==> src/rtl/zjh_code_conv_seq.sv <==
// Sequential binary<->BCD converter: one shift-and-correct step per clock,
// with a valid/ready handshake on both the request side and the result side.
module zjh_code_conv_seq #(
    parameter int unsigned DIGITS = 4,
    parameter int unsigned BIN_W  = 14
) (
    input  logic                  clk,
    input  logic                  rst,
    input  logic                  in_valid,
    output logic                  in_ready,
    input  logic                  mode,
    input  logic [BIN_W-1:0]      din_bin,
    input  logic [4*DIGITS-1:0]   din_bcd,
    output logic                  out_valid,
    input  logic                  out_ready,
    output logic [BIN_W-1:0]      dout_bin,
    output logic [4*DIGITS-1:0]   dout_bcd,
    output logic                  err
);

    localparam int unsigned BCD_W = 4 * DIGITS;
    localparam int unsigned CNT_W = $clog2(BIN_W + 1);
    localparam logic [CNT_W-1:0] CNT_LAST = CNT_W'(BIN_W);

    typedef enum logic [1:0] {IDLE, CONV, DONE} state_t;

    state_t              state;
    logic                mode_q;
    logic [BCD_W-1:0]    bcd_q;
    logic [BIN_W-1:0]    bin_q;
    logic [CNT_W-1:0]    cnt;

    logic [BCD_W-1:0]    bcd_adj_c;
    logic [BCD_W-1:0]    bcd_nxt_c;
    logic [BIN_W-1:0]    bin_nxt_c;
    logic                carry_c;
    logic                bad_digit_c;

    // Flag any BCD input nibble above 9
    always_comb begin
        bad_digit_c = 1'b0;
        for (int i = 0; i < DIGITS; i++) begin
            if (din_bcd[4*i +: 4] > 4'd9) bad_digit_c = 1'b1;
        end
    end

    // One dabble step: correct-then-shift-left (bin->bcd) or shift-right-then-correct (bcd->bin)
    always_comb begin
        bcd_adj_c = bcd_q;
        bcd_nxt_c = bcd_q;
        bin_nxt_c = bin_q;
        carry_c   = 1'b0;
        if (!mode_q) begin
            for (int i = 0; i < DIGITS; i++) begin
                if (bcd_q[4*i +: 4] >= 4'd5) bcd_adj_c[4*i +: 4] = bcd_q[4*i +: 4] + 4'd3;
            end
            {carry_c, bcd_nxt_c, bin_nxt_c} = {bcd_adj_c, bin_q, 1'b0};
        end else begin
            {bcd_adj_c, bin_nxt_c} = {1'b0, bcd_q, bin_q[BIN_W-1:1]};
            for (int i = 0; i < DIGITS; i++) begin
                if (bcd_adj_c[4*i +: 4] >= 4'd8) bcd_nxt_c[4*i +: 4] = bcd_adj_c[4*i +: 4] - 4'd3;
                else                             bcd_nxt_c[4*i +: 4] = bcd_adj_c[4*i +: 4];
            end
        end
    end

    // Control FSM, working registers and registered result/handshake outputs
    always_ff @(posedge clk or posedge rst) begin
        if (rst) begin
            state     <= IDLE;
            in_ready  <= 1'b1;
            out_valid <= 1'b0;
            dout_bin  <= '0;
            dout_bcd  <= '0;
            err       <= 1'b0;
            cnt       <= '0;
            mode_q    <= 1'b0;
            bcd_q     <= '0;
            bin_q     <= '0;
        end else begin
            case (state)
                IDLE: begin
                    if (in_valid) begin
                        mode_q   <= mode;
                        cnt      <= '0;
                        in_ready <= 1'b0;
                        err      <= 1'b0;
                        state    <= CONV;
                        if (mode) begin
                            bcd_q <= din_bcd;
                            bin_q <= '0;
                            // Illegal digit: skip the iterations, finish on the next edge
                            if (bad_digit_c) begin
                                err <= 1'b1;
                                cnt <= CNT_LAST;
                            end
                        end else begin
                            bcd_q <= '0;
                            bin_q <= din_bin;
                        end
                    end
                end
                CONV: begin
                    if (cnt == CNT_LAST) begin
                        state     <= DONE;
                        out_valid <= 1'b1;
                        dout_bin  <= mode_q ? bin_q : '0;
                        dout_bcd  <= mode_q ? '0 : bcd_q;
                    end else begin
                        bcd_q <= bcd_nxt_c;
                        bin_q <= bin_nxt_c;
                        cnt   <= cnt + CNT_W'(1);
                        if (!mode_q && carry_c) err <= 1'b1;
                    end
                end
                DONE: begin
                    if (out_ready) begin
                        out_valid <= 1'b0;
                        in_ready  <= 1'b1;
                        state     <= IDLE;
                    end
                end
                default: state <= IDLE;
            endcase
        end
    end

endmodule

==> config.mk <==
export PLATFORM = sky130hd
export DESIGN_NAME = zjh_code_conv_seq
export DESIGN_NICKNAME = d
export VERILOG_FILES = /design/src/rtl/zjh_code_conv_seq.sv
export SDC_FILE = /design/constraint.sdc
export NUM_CORES = 1
export LEC_CHECK = 0
export CAP_MARGIN = 20
export CORE_MARGIN = 4
export CORE_UTILIZATION = 58
export CTS_CLUSTER_SIZE = 40
export DETAILED_ROUTE_END_ITERATION = 8
export GPL_ROUTABILITY_DRIVEN = 0
export PLACE_DENSITY = 0.86
export SLEW_MARGIN = 10
export SYNTH_ARGS = -nofsm -noshare
export SYNTH_HDL_FRONTEND = slang
export SYNTH_SLANG_ARGS = --single-unit
export TNS_END_PERCENT = 100
==> constraint.sdc <==
create_clock -name clk -period 6 [get_ports clk]
set_input_delay 0.6 -clock clk [delete_from_list [all_inputs] [get_ports clk]]
set_output_delay 0.6 -clock clk [all_outputs]
set_load 0.1 [all_outputs]
==> run_results.csv <==
group,metric,value,unit
run_status,status,"finished clean",
clock_tree,cts_root_buf,"clkbuf_8",
synthesis,async_flop_share,1.000,
floorplanning,initial_core_util,0.5980,
final_layout,final_cell_area,0.004949,sq mm
hold_path,whs_endpoint,"dout_bin[1]",
sta,min_period_over_period,0.4381,
setup_path,cp_top_family,"buffers and inverters",
sta,setup_violations,0,
sta,finClkSkew,0.006732,ns
floorplanning,die_h,91.70,um
route,vias,3646,
global_route,grt.total_usage,0.2505,
hold_path,worstHoldStart,"dout_bin[1]",
route,post_drt_wl_per_cell,17.03,um
floorplanning,core,0.006794,sq mm
setup_path,reg2reg_slack,3.64,ns
global_route,grt_pass1_vias,3510,
place,io_buffers,67,
clock_tree,holdBufCountCts,0,
sta,fmax,380.4,MHz
route,first_iter_violations,340,
setup_path,worstPathRequired,5.40,ns
setup_path,critPathMaxFanout,3,
clock_tree,clkLatencyLatePin,0.35,ns
global_route,grt_pass1_wl,16.88,mm
place,dp_hpwl,6.868,mm
synthesis,yosys.area.top_type,"dfrtp_1",
setup_path,crit_type,"register to output pin",
final_layout,layout.nets,556,
synthesis,synth_edf_count,0,
clock_tree,cts_tree,"done",
floorplanning,die_w,91.70,um
clock_tree,htree_levels,3,
final_layout,fill_cells,495,
setup_path,r2r-end,"bcd_q[10]",
setup_path,start_kind,"register",
setup_path,r2r_cells,8,
synthesis,synthTopCellsByCount,"dfrtp_1 (69), nand2_1 (64), a21oi_1 (43), o21ai_0 (38), nor2_1 (31)",
clock_tree,cts.repair.resized,0,
synthesis,yosys.area.top_type_share,0.4250,
sta,hold_violations,0,
route,final_antenna_net_count,0,
setup_path,worstPathArrival,2.03,ns
global_route,gr-total-overflow,0,
final_layout,multiInputGateArea,0.002082,sq mm
route,first_pass_iters,5,
final_layout,antenna_cells,0,
sta,rsz0062_at_grt,"false",
floorplanning,dieArea,0.008408,sq mm
final_layout,syn_to_final_growth,21.80,%
sta,relSlewSlack,0.3330,
sta,tightest_slew,0.9973,ns
route,routed_wl,10.27,mm
synthesis,synth_most_common_cell,"dfrtp_1",
synthesis,synth_seq_cells,70,
synthesis,yosysUniqueCellTypes,50,
sta,tns,0,ns
final_layout,register_area,0.001754,sq mm
setup_path,cp-end-kind,"output pin",
clock_tree,clock_sinks,70,
setup_path,path_buf_inv,1,
synthesis,synth_ff_type,"dfrtp_1",
setup_path,r2r_start,"cnt[0]",
run,max_cap_viol_count,0,
setup_path,cp_slowest_cell,"clkdlybuf4s50_1",
setup_path,critical_path.startpoint,"in_ready",
clock_tree,cts-buffers-inserted,9,
clock_tree,cts.path.max_buffers,2,
hold_path,hold_depth,2,
synthesis,synthesis.nets,509,
sta,report.final.slew_viol_count,0,
floorplanning,fp-row-count,30,
place,place_area,0.004725,sq mm
clock_tree,clk_pin_slew,0.09,ns
final_layout,layout-drive-gt1-share,0.08679,
synthesis,synth_seq_area_share,0.4315,
synthesis,syn_area_per_cell,8.929,sq um
synthesis,yosysWarningCount,0,
sta,fin_crit,2.629,ns
synthesis,synth_cells,455,
route,drc_errors,0,
clock_tree,postCtsSetupRepairBufs,0,
setup_path,max_stage_delay,1.13,ns
route,vias_per_cell,6.046,
synthesis,synth_area_leaders,"dfrtp_1 (43%), nand2_1 (5.9%), ha_1 (5.9%)",
global_route,antenna_found_initial,0,
floorplanning,io_pins,68,
setup_path,cp_cell_sequence,"clkdlybuf4s50_1",
synthesis,syn_area,0.004063,sq mm
global_route,grt_max_degree,74,
hold_path,hold_class,"register to register",
[metrics by stage]
| step | utilization | worst slack, ns | hold WS, ns | instances |
|---|---|---|---|---|
| 6_report | 0.7284 | 3.371 | 0.4878 | 603 |
| 5_1_grt | 0.7284 | 3.321 | 0.5099 | 603 |
| 4_1_cts | 0.7254 | 3.352 | 0.4934 | 602 |
| 3_5_place_dp | 0.6954 | 3.292 | 0.4736 | 586 |
| 3_3_place_gp | 0.6954 | 3.407 | 0.4627 | 586 |
| 2_1_floorplan | - | 3.633 | 0.4705 | 455 |
[worst max path at each step]
stage | slack [ns] | cells past startpoint | to
after floorplan | 3.63 | 1 | bcd_q[0]
after global placement | 3.41 | 5 | cnt[3]
after detailed placement | 3.29 | 5 | cnt[3]
after CTS | 3.35 | 1 | in_ready
after global routing | 3.32 | 1 | in_ready
final | 3.37 | 1 | in_ready
[per-layer routing]
layer | routed length (um) | vias up | share of wire | GRT usage
li1 | - | 1701 | - | -
met1 | 4346 | 1736 | 0.42 | 0.3414
met2 | 4896 | 178 | 0.48 | 0.3865
met3 | 717 | 31 | 0.070 | 0.03774
met4 | 310 | 0 | 0.030 | 0.1337
met5 | 0 | - | 0 | 0
[worst min-delay path, stage by stage, from the launching register on]
cell and delay (ns):
dfrtp_1 0.35, nand2_1 0.05, o21ai_0 0.06
[cells in the final DEF (no fill, tap or decap), types with 2 or more instances in the layout]
master,Yosys,layout
inv_6,0,3
or2_2,2,2
o22ai_1,3,3
nand2b_1,20,20
clkbuf_8,0,9
or4_1,2,2
a22oi_1,3,3
nor3_1,5,5
a311oi_1,4,4
mux2_2,9,9
nor3b_1,3,3
o311a_1,2,2
xnor2_1,4,4
o221ai_1,3,3
and3_1,4,4
o21ai_0,38,38
clkdlybuf4s50_1,0,67
nand3_1,2,2
a22o_1,13,13
a21oi_1,43,43
dfrtp_1,69,68
mux2i_1,8,8
xor2_1,2,2
nand2_1,64,64
inv_2,1,2
mux2_4,5,5
nor2b_1,4,4
inv_1,15,14
ha_1,19,19
buf_4,1,5
a31oi_1,23,23
nor2_1,31,31
[final cells by class]
class / count / share of cell area
clock buffer: 9 / 0.02503
tap: 96 / 0.02427
inverter: 16 / 0.01214
clock inverter: 7 / 0.01618
multi-input combinational: 332 / 0.4207
timing repair buffer: 73 / 0.1472
sequential: 70 / 0.3545
[logic make-up after synthesis]
kind of cell | Yosys count | share of synthesized area
mux | 22 | 0.06314
fa+ha+maj | 19 | 0.05852
xor+xnor | 6 | 0.01293
simple gates | 142 | 0.1617
compound gates | 143 | 0.2162
buf+inv | 53 | 0.05605
flops | 70 | 0.4315
[flip-flops by register name, summed over array words and instances, names as in the netlist, 2 cells and up]
register,flops
dout_bin,14
state,2
dout_bcd,16
bcd_q,16
bin_q,14
cnt,4
Power is not shown: default switching activity piles up to over one toggle a cycle in this logic, so the estimate is an artifact.
